==> src/rtl/vga_timing_gen.sv <==
// VGA raster timing generator: free-running horizontal/vertical counters with
// sync, blanking and end-of-frame decode taken straight from the registered counts.
// Optional feature macro: VGA_CLKDIV_EN -- when defined, pixels advance on every
// second clk (registered divide-by-two strobe); otherwise on every clk after reset.
module vga_timing_gen #(
  parameter logic [9:0] H_VISIBLE = 10'd640,
  parameter logic [9:0] H_FP      = 10'd16,
  parameter logic [9:0] H_SYNC    = 10'd96,
  parameter logic [9:0] H_BP      = 10'd48,
  parameter logic [9:0] V_VISIBLE = 10'd480,
  parameter logic [9:0] V_FP      = 10'd10,
  parameter logic [9:0] V_SYNC    = 10'd2,
  parameter logic [9:0] V_BP      = 10'd33
) (
  input  logic       clk,
  input  logic       reset,
  output logic [9:0] x_pos,
  output logic [9:0] y_pos,
  output logic       hsync_n,
  output logic       vsync_n,
  output logic       video_on,
  output logic       pix_en,
  output logic       frame_tick
);

  localparam logic [9:0] HTotal   = H_VISIBLE + H_FP + H_SYNC + H_BP;
  localparam logic [9:0] VTotal   = V_VISIBLE + V_FP + V_SYNC + V_BP;
  localparam logic [9:0] HLast    = HTotal - 10'd1;
  localparam logic [9:0] VLast    = VTotal - 10'd1;
  localparam logic [9:0] HsStart  = H_VISIBLE + H_FP;
  localparam logic [9:0] HsEnd    = H_VISIBLE + H_FP + H_SYNC;
  localparam logic [9:0] VsStart  = V_VISIBLE + V_FP;
  localparam logic [9:0] VsEnd    = V_VISIBLE + V_FP + V_SYNC;

  logic [9:0] h_cnt_q, h_cnt_d;
  logic [9:0] v_cnt_q, v_cnt_d;
  logic       pix_en_q, pix_en_d;
  logic       h_last, v_last;

  assign h_last = (h_cnt_q == HLast);
  assign v_last = (v_cnt_q == VLast);

  // Pixel strobe: toggles for a halved pixel rate, else held high once out of reset.
  always_comb begin
`ifdef VGA_CLKDIV_EN
    pix_en_d = ~pix_en_q;
`else
    pix_en_d = 1'b1;
`endif
  end

  // Raster advance: step h on each strobe, step v when h wraps, wrap v at frame end.
  always_comb begin
    h_cnt_d = h_cnt_q;
    v_cnt_d = v_cnt_q;
    if (pix_en_q) begin
      if (h_last) begin
        h_cnt_d = 10'd0;
        v_cnt_d = v_last ? 10'd0 : v_cnt_q + 10'd1;
      end else begin
        h_cnt_d = h_cnt_q + 10'd1;
      end
    end
  end

  // State registers; reset wins over any pending advance.
  always_ff @(posedge clk) begin
    if (reset) begin
      h_cnt_q  <= 10'd0;
      v_cnt_q  <= 10'd0;
      pix_en_q <= 1'b0;
    end else begin
      h_cnt_q  <= h_cnt_d;
      v_cnt_q  <= v_cnt_d;
      pix_en_q <= pix_en_d;
    end
  end

  // All decodes come from the same registered counts, so they always agree with x/y.
  always_comb begin
    x_pos      = h_cnt_q;
    y_pos      = v_cnt_q;
    hsync_n    = ~((h_cnt_q >= HsStart) && (h_cnt_q < HsEnd));
    vsync_n    = ~((v_cnt_q >= VsStart) && (v_cnt_q < VsEnd));
    video_on   = (h_cnt_q < H_VISIBLE) && (v_cnt_q < V_VISIBLE);
    pix_en     = pix_en_q;
    frame_tick = pix_en_q && h_last && v_last;
  end

endmodule

==> config.mk <==
export PLATFORM = sky130hd
export DESIGN_NAME = vga_timing_gen
export DESIGN_NICKNAME = d
export VERILOG_FILES = /design/src/rtl/vga_timing_gen.sv
export SDC_FILE = /design/constraint.sdc
export NUM_CORES = 1
export LEC_CHECK = 0
export ABC_AREA = 1
export CAP_MARGIN = 20
export CORE_ASPECT_RATIO = 1.25
export CORE_MARGIN = 5
export CORE_UTILIZATION = 30
export CTS_CLUSTER_SIZE = 10
export DETAILED_ROUTE_END_ITERATION = 10
export PLACE_DENSITY = 0.49
export REMOVE_ABC_BUFFERS = 1
export SLEW_MARGIN = 20
export SYNTH_ARGS = -nofsm -noshare
export SYNTH_HDL_FRONTEND = slang
export SYNTH_SLANG_ARGS = --single-unit
export TNS_END_PERCENT = 100
==> constraint.sdc <==
create_clock -name clk -period 1.6 [get_ports clk]
set_clock_uncertainty 0.15 [all_clocks]
set_input_delay 0.24 -clock clk [delete_from_list [all_inputs] [get_ports clk]]
set_output_delay 0.24 -clock clk [all_outputs]
set_load 0.05 [all_outputs]
Word level (Yosys, flattened, before mapping) --
Index checks and enable logic that the tools add are counted.
Storage, ports and cells: logic and storage cells 24, output and inout bits 25, memories kept 0, memory bits (read-only) 0, register bits after elaboration 21, bits in latches 0, input port bits 2, RAM bits 0
Cells by class: add/subtract/negate cells 2, reduce and logical (&&, ||, !) cells 6, magnitude comparators 6, shift operators 0, mux-type cells 3, eq/ne operators 2, bitwise logic cells 2, multipliers 0, divide/modulo/power cells 0
Operators by type and width (number):
- $add 10x1->10 const B | 2
- $eq 10x10->1 const B | 2
- $lt 10x10->1 const B | 2
- $lt 10x9->1 const B | 2
- $mux 10 | 2
- $ge 10x10->1 const B | 1
- $ge 10x9->1 const B | 1
- $logic_and 1x1->1 | 5
- $not 1->1 | 2
- $reduce_and 2->1 | 1
- $mux 1 | 1

Logic depth before layout (Yosys ltp) --
depth after elaboration 3, gate-level depth with buffers 9, mapped depth without buffers 9

Worst setup path after synthesis --
No wires, ideal clock.
kind register to output, start reg v_cnt_q[9], in the netlist y_pos[9], end out video_on, cell stages (with the launch flop) 3, data arrival time 1.925 ns, path buffers 0, setup slack -0.715 ns, cells stage by stage dfxtp_1 -> nor4_1 -> nor3_1
On the way: longest elaborated chain between the ends 2
RTL lines:
- from (decl) | RTL line 36 | logic [9:0] v_cnt_q, v_cnt_d;
- from (signal assigned) | RTL line 74 | v_cnt_q <= v_cnt_d;
- $lt 10x9->1 | RTL line 85 | video_on = (h_cnt_q < H_VISIBLE) && (v_cnt_q < V_VISIBLE);
- $logic_and 1x1->1 | RTL line 85
- to (decl) | RTL line 21 | output logic video_on,
No other way between the ends.

Worst setup path after layout --
start reg v_cnt_q[0], in the netlist y_pos[0], end out vsync_n
On the way: longest elaborated chain between the ends 3, elaborated cells between the ends (all ways) 4, classes of those cells order compare: 2; bitwise: 1; reduce/logical: 1
RTL lines:
- $ge 10x9->1 / $lt 10x9->1 (equally long branches) | RTL line 84 | vsync_n = ~((v_cnt_q >= VsStart) && (v_cnt_q < VsEnd));
- $logic_and 1x1->1 (*) | RTL line 84
- $not 1->1 (*) | RTL line 84
- to (decl) | RTL line 20 | output logic vsync_n,
Every way passes the cells marked *; elsewhere a longest branch is shown, timed or not.

==> impl_metrics.json <==
{
  "drt_iter0_drc": 91,
  "synth_mux_area_frac": 0,
  "dr.max_layer_used": "met4",
  "drive_above_1_share": 0.496,
  "syn_inst": 184,
  "ys_types": 24,
  "timing.max_slew.rel_slack": 0.829,
  "fin_ws_ns": -0.161,
  "cellPowerDensity_mw_per_mm2": 433,
  "synth_fa_ha_area_frac": 0.0508,
  "wl_per_cell_um": 12.7,
  "worstSetupPathType": "reg -> out",
  "cts_made_buffers": 3,
  "vias": 1463,
  "status": "complete, but fails checks",
  "clkTransAtPathRegs_ns": 0.08,
  "ant_nets": 0,
  "dpl.cell_count": 294,
  "ys_ff_latch": 21,
  "yosysSeqAreaShare": 0.341,
  "synth_area_per_cell_um2": 6.69,
  "ir_drop_v": 0.000406,
  "hp-class": "reg -> reg",
  "core_mm2": 0.00403,
  "syn_area_mm2": 0.00123,
  "antenna_found_initial": 0,
  "holdWs_ns": 0.384,
  "cp_max_fo": 2,
  "worst_setup_path_start_kind": "register",
  "htreeDepth": 1,
  "clock-sinks": 21,
  "multiInputGateArea_um2": 853,
  "cts-root-buf": "clkbuf_8",
  "cts_tree": "yes",
  "met1_length_um": 1650,
  "gr-usage-all-layers": 0.150,
  "required_ns": 1.21,
  "area_delta_synth_final_pct": 89.3,
  "route.met2.wl_um": 2110,
  "place_congestion": 0.879,
  "die-height_um": 81.6,
  "port_buffers": 26,
  "rsz0062_at_grt": "true",
  "fmax_mhz": 568,
  "grt_max_degree": 12,
  "finalPower_mw": 1.01,
  "synthXorXnorAreaFrac": 0.0213,
  "cts_buffer_depth": 2,
  "die_area_mm2": 0.00549,
  "synth-compound-area-share": 0.0630,
  "ys_warn_count": 0,
  "clkLatencyLatePin_ns": 0.27,
  "routed_via_density": 4.66,
  "grt_pass1_vias": 1459,
  "setup_viol": 4,
  "slew_violations": 0,
  "wl_um": 3990,
  "layout.nets": 266,
  "failed_checks": "negative setup slack",
  "rows": 26,
  "synth_top_family_by_area": "simple AND/OR/NAND/NOR gates",
  "fin_crit_sh": 1.10,
  "first_pass_iters": 4,
  "pre_cts_ws_ns": -0.0605,
  "synthSimpleGateAreaFrac": 0.429,
  "io_pins": 27,
  "start_util": 0.305,
  "die_w_um": 67.3,
  "cp_data_arrival_time_ns": 1.37,
  "antenna_cells": 0,
  "route.met3.wl_um": 152,
  "worstMarginPinSlew_ns": 0.255,
  "seqCellArea_um2": 439,
  "grt_pass1_wl_um": 6350,
  "layout.cells.non_filler": 314,
  "nFillCells": 377,
  "dpl.hpwl_um": 2810,
  "worstSetupEndpointType": "primary output",
  "remaining_drc_errors": 0,
  "fin_crit_ns": 1.76,
  "cap_violations": 0,
  "grt_overflow": 0,
  "final_hold_viol_count": 0,
  "p_leak_nw": 0.999
}
==> synthesized netlist by cell type <==
| cell | count | area, um2 |
|---|---|---|
| a21oi_1 | 5 | 25.0 |
| a211oi_1 | 2 | 15.0 |
| nand4_1 | 4 | 25.0 |
| nor2_4 | 2 | 22.5 |
| nand2_4 | 1 | 11.3 |
| nand3_2 | 2 | 20.0 |
| nor3b_2 | 1 | 12.5 |
| dfxtp_1 | 21 | 420 |
| nand3_1 | 9 | 45.0 |
| o21ai_1 | 3 | 15.0 |
| nor2_1 | 34 | 128 |
| nor2_8 | 1 | 20.0 |
| nor3_1 | 8 | 40.0 |
| ha_1 | 5 | 62.6 |
| inv_1 | 29 | 109 |
| o211ai_1 | 1 | 7.51 |
| nand2_2 | 1 | 6.26 |
| nor4_1 | 3 | 18.8 |
| o21ai_0 | 3 | 15.0 |
| nand2_1 | 39 | 146 |
| nor3b_1 | 1 | 7.51 |
| inv_2 | 2 | 7.51 |
| xor2_1 | 3 | 26.3 |
| nor2_2 | 4 | 25.0 |
==> critical path, cell delays in order (launching register included) <==
cell and delay, ns:
dfxtp_2 0.34, inv_2 0.05, buf_4 0.13, ha_4 0.14, o211ai_1 0.20, buf_4 0.24
==> area by class of cell <==
| type | count | area share |
|---|---|---|
| sequential | 21 | 0.188 |
| timing repair buffer | 68 | 0.345 |
| inverter | 31 | 0.0510 |
| tap | 56 | 0.0301 |
| multi-input combinational | 134 | 0.366 |
| clock buffer | 4 | 0.0193 |
==> logic make-up after synthesis <==
logic type | count (synthesis)
fa+ha+maj | 5
flops | 21
buf+inv | 31
xor+xnor | 3
simple gates | 110
compound gates | 14
==> layer usage <==
| metal | global-route usage | vias up |
|---|---|---|
| li1 | - | 727 |
| met2 | 0.274 | 37 |
| met3 | 0.0260 | 7 |
| met1 | 0.164 | 692 |
| met4 | 0.0690 | 0 |
| met5 | 0 | - |
==> path summary, 6_finish.rpt <==
kind / startpoint / endpoint / slack, ns / cells past startpoint
min reg2reg: x_pos[6]$_SDFFE_PP0P_ / x_pos[6]$_SDFFE_PP0P_ / 0.38 / 2
max reg2reg: x_pos[5]$_SDFFE_PP0P_ / x_pos[9]$_SDFFE_PP0P_ / 0.01 / 10
min: x_pos[6]$_SDFFE_PP0P_ / x_pos[6]$_SDFFE_PP0P_ / 0.38 / 2
max: y_pos[0]$_SDFFE_PP0P_ / vsync_n / -0.16 / 5
==> state kept, by name (all words and copies together), names as in the netlist <==
signal	flops
pix_en	1
x_pos	10
y_pos	10
==> cell usage in the layout (no fill, tap or decap), drive strengths merged <==
| cell type | Yosys | final |
|---|---|---|
| nor3b | 2 | 2 |
| clkdlybuf4s50 | 0 | 1 |
| clkbuf | 0 | 4 |
| nand4 | 4 | 4 |
| nor4 | 3 | 3 |
| nand3 | 11 | 11 |
| inv | 31 | 31 |
| a211oi | 2 | 2 |
| a21oi | 5 | 5 |
| nand2 | 41 | 41 |
| ha | 5 | 5 |
| o211ai | 1 | 1 |
| dfxtp | 21 | 21 |
| o21ai | 6 | 6 |
| buf | 0 | 67 |
| xor2 | 3 | 3 |
| nor3 | 8 | 8 |
| nor2 | 41 | 43 |
==> power breakdown <==
group | internal, mW | switching, mW | total, mW | leakage (nW)
Sequential | 0.527 | 0.00539 | 0.532 | 0.177
Combinational | 0.0506 | 0.0623 | 0.113 | 0.800
Clock | 0.178 | 0.187 | 0.365 | 0.0228
Total | 0.756 | 0.254 | 1.01 | 0.999
==> timing repair <==
action | in CTS | in global routing
gates cloned | 0 | 2
gates resized for setup | 27 | 28
setup endpoints to repair | 4 | 19
buffers inserted | 10 | 5
hold buffers | 0 | 0
pin swaps | 10 | 13
==> per-stage QoR <==
stage | setup TNS (ns) | utilization | area [um2]
after global placement | -0.0800 | 0.495 | 2000
after detailed placement | -0.110 | 0.495 | 2000
final | -0.581 | 0.578 | 2330
after global routing | -1.07 | 0.578 | 2330
after CTS | -0.677 | 0.545 | 2200
after floorplan | -7.96 | - | 1230
Note: power is estimated with default switching activity, not from simulation.
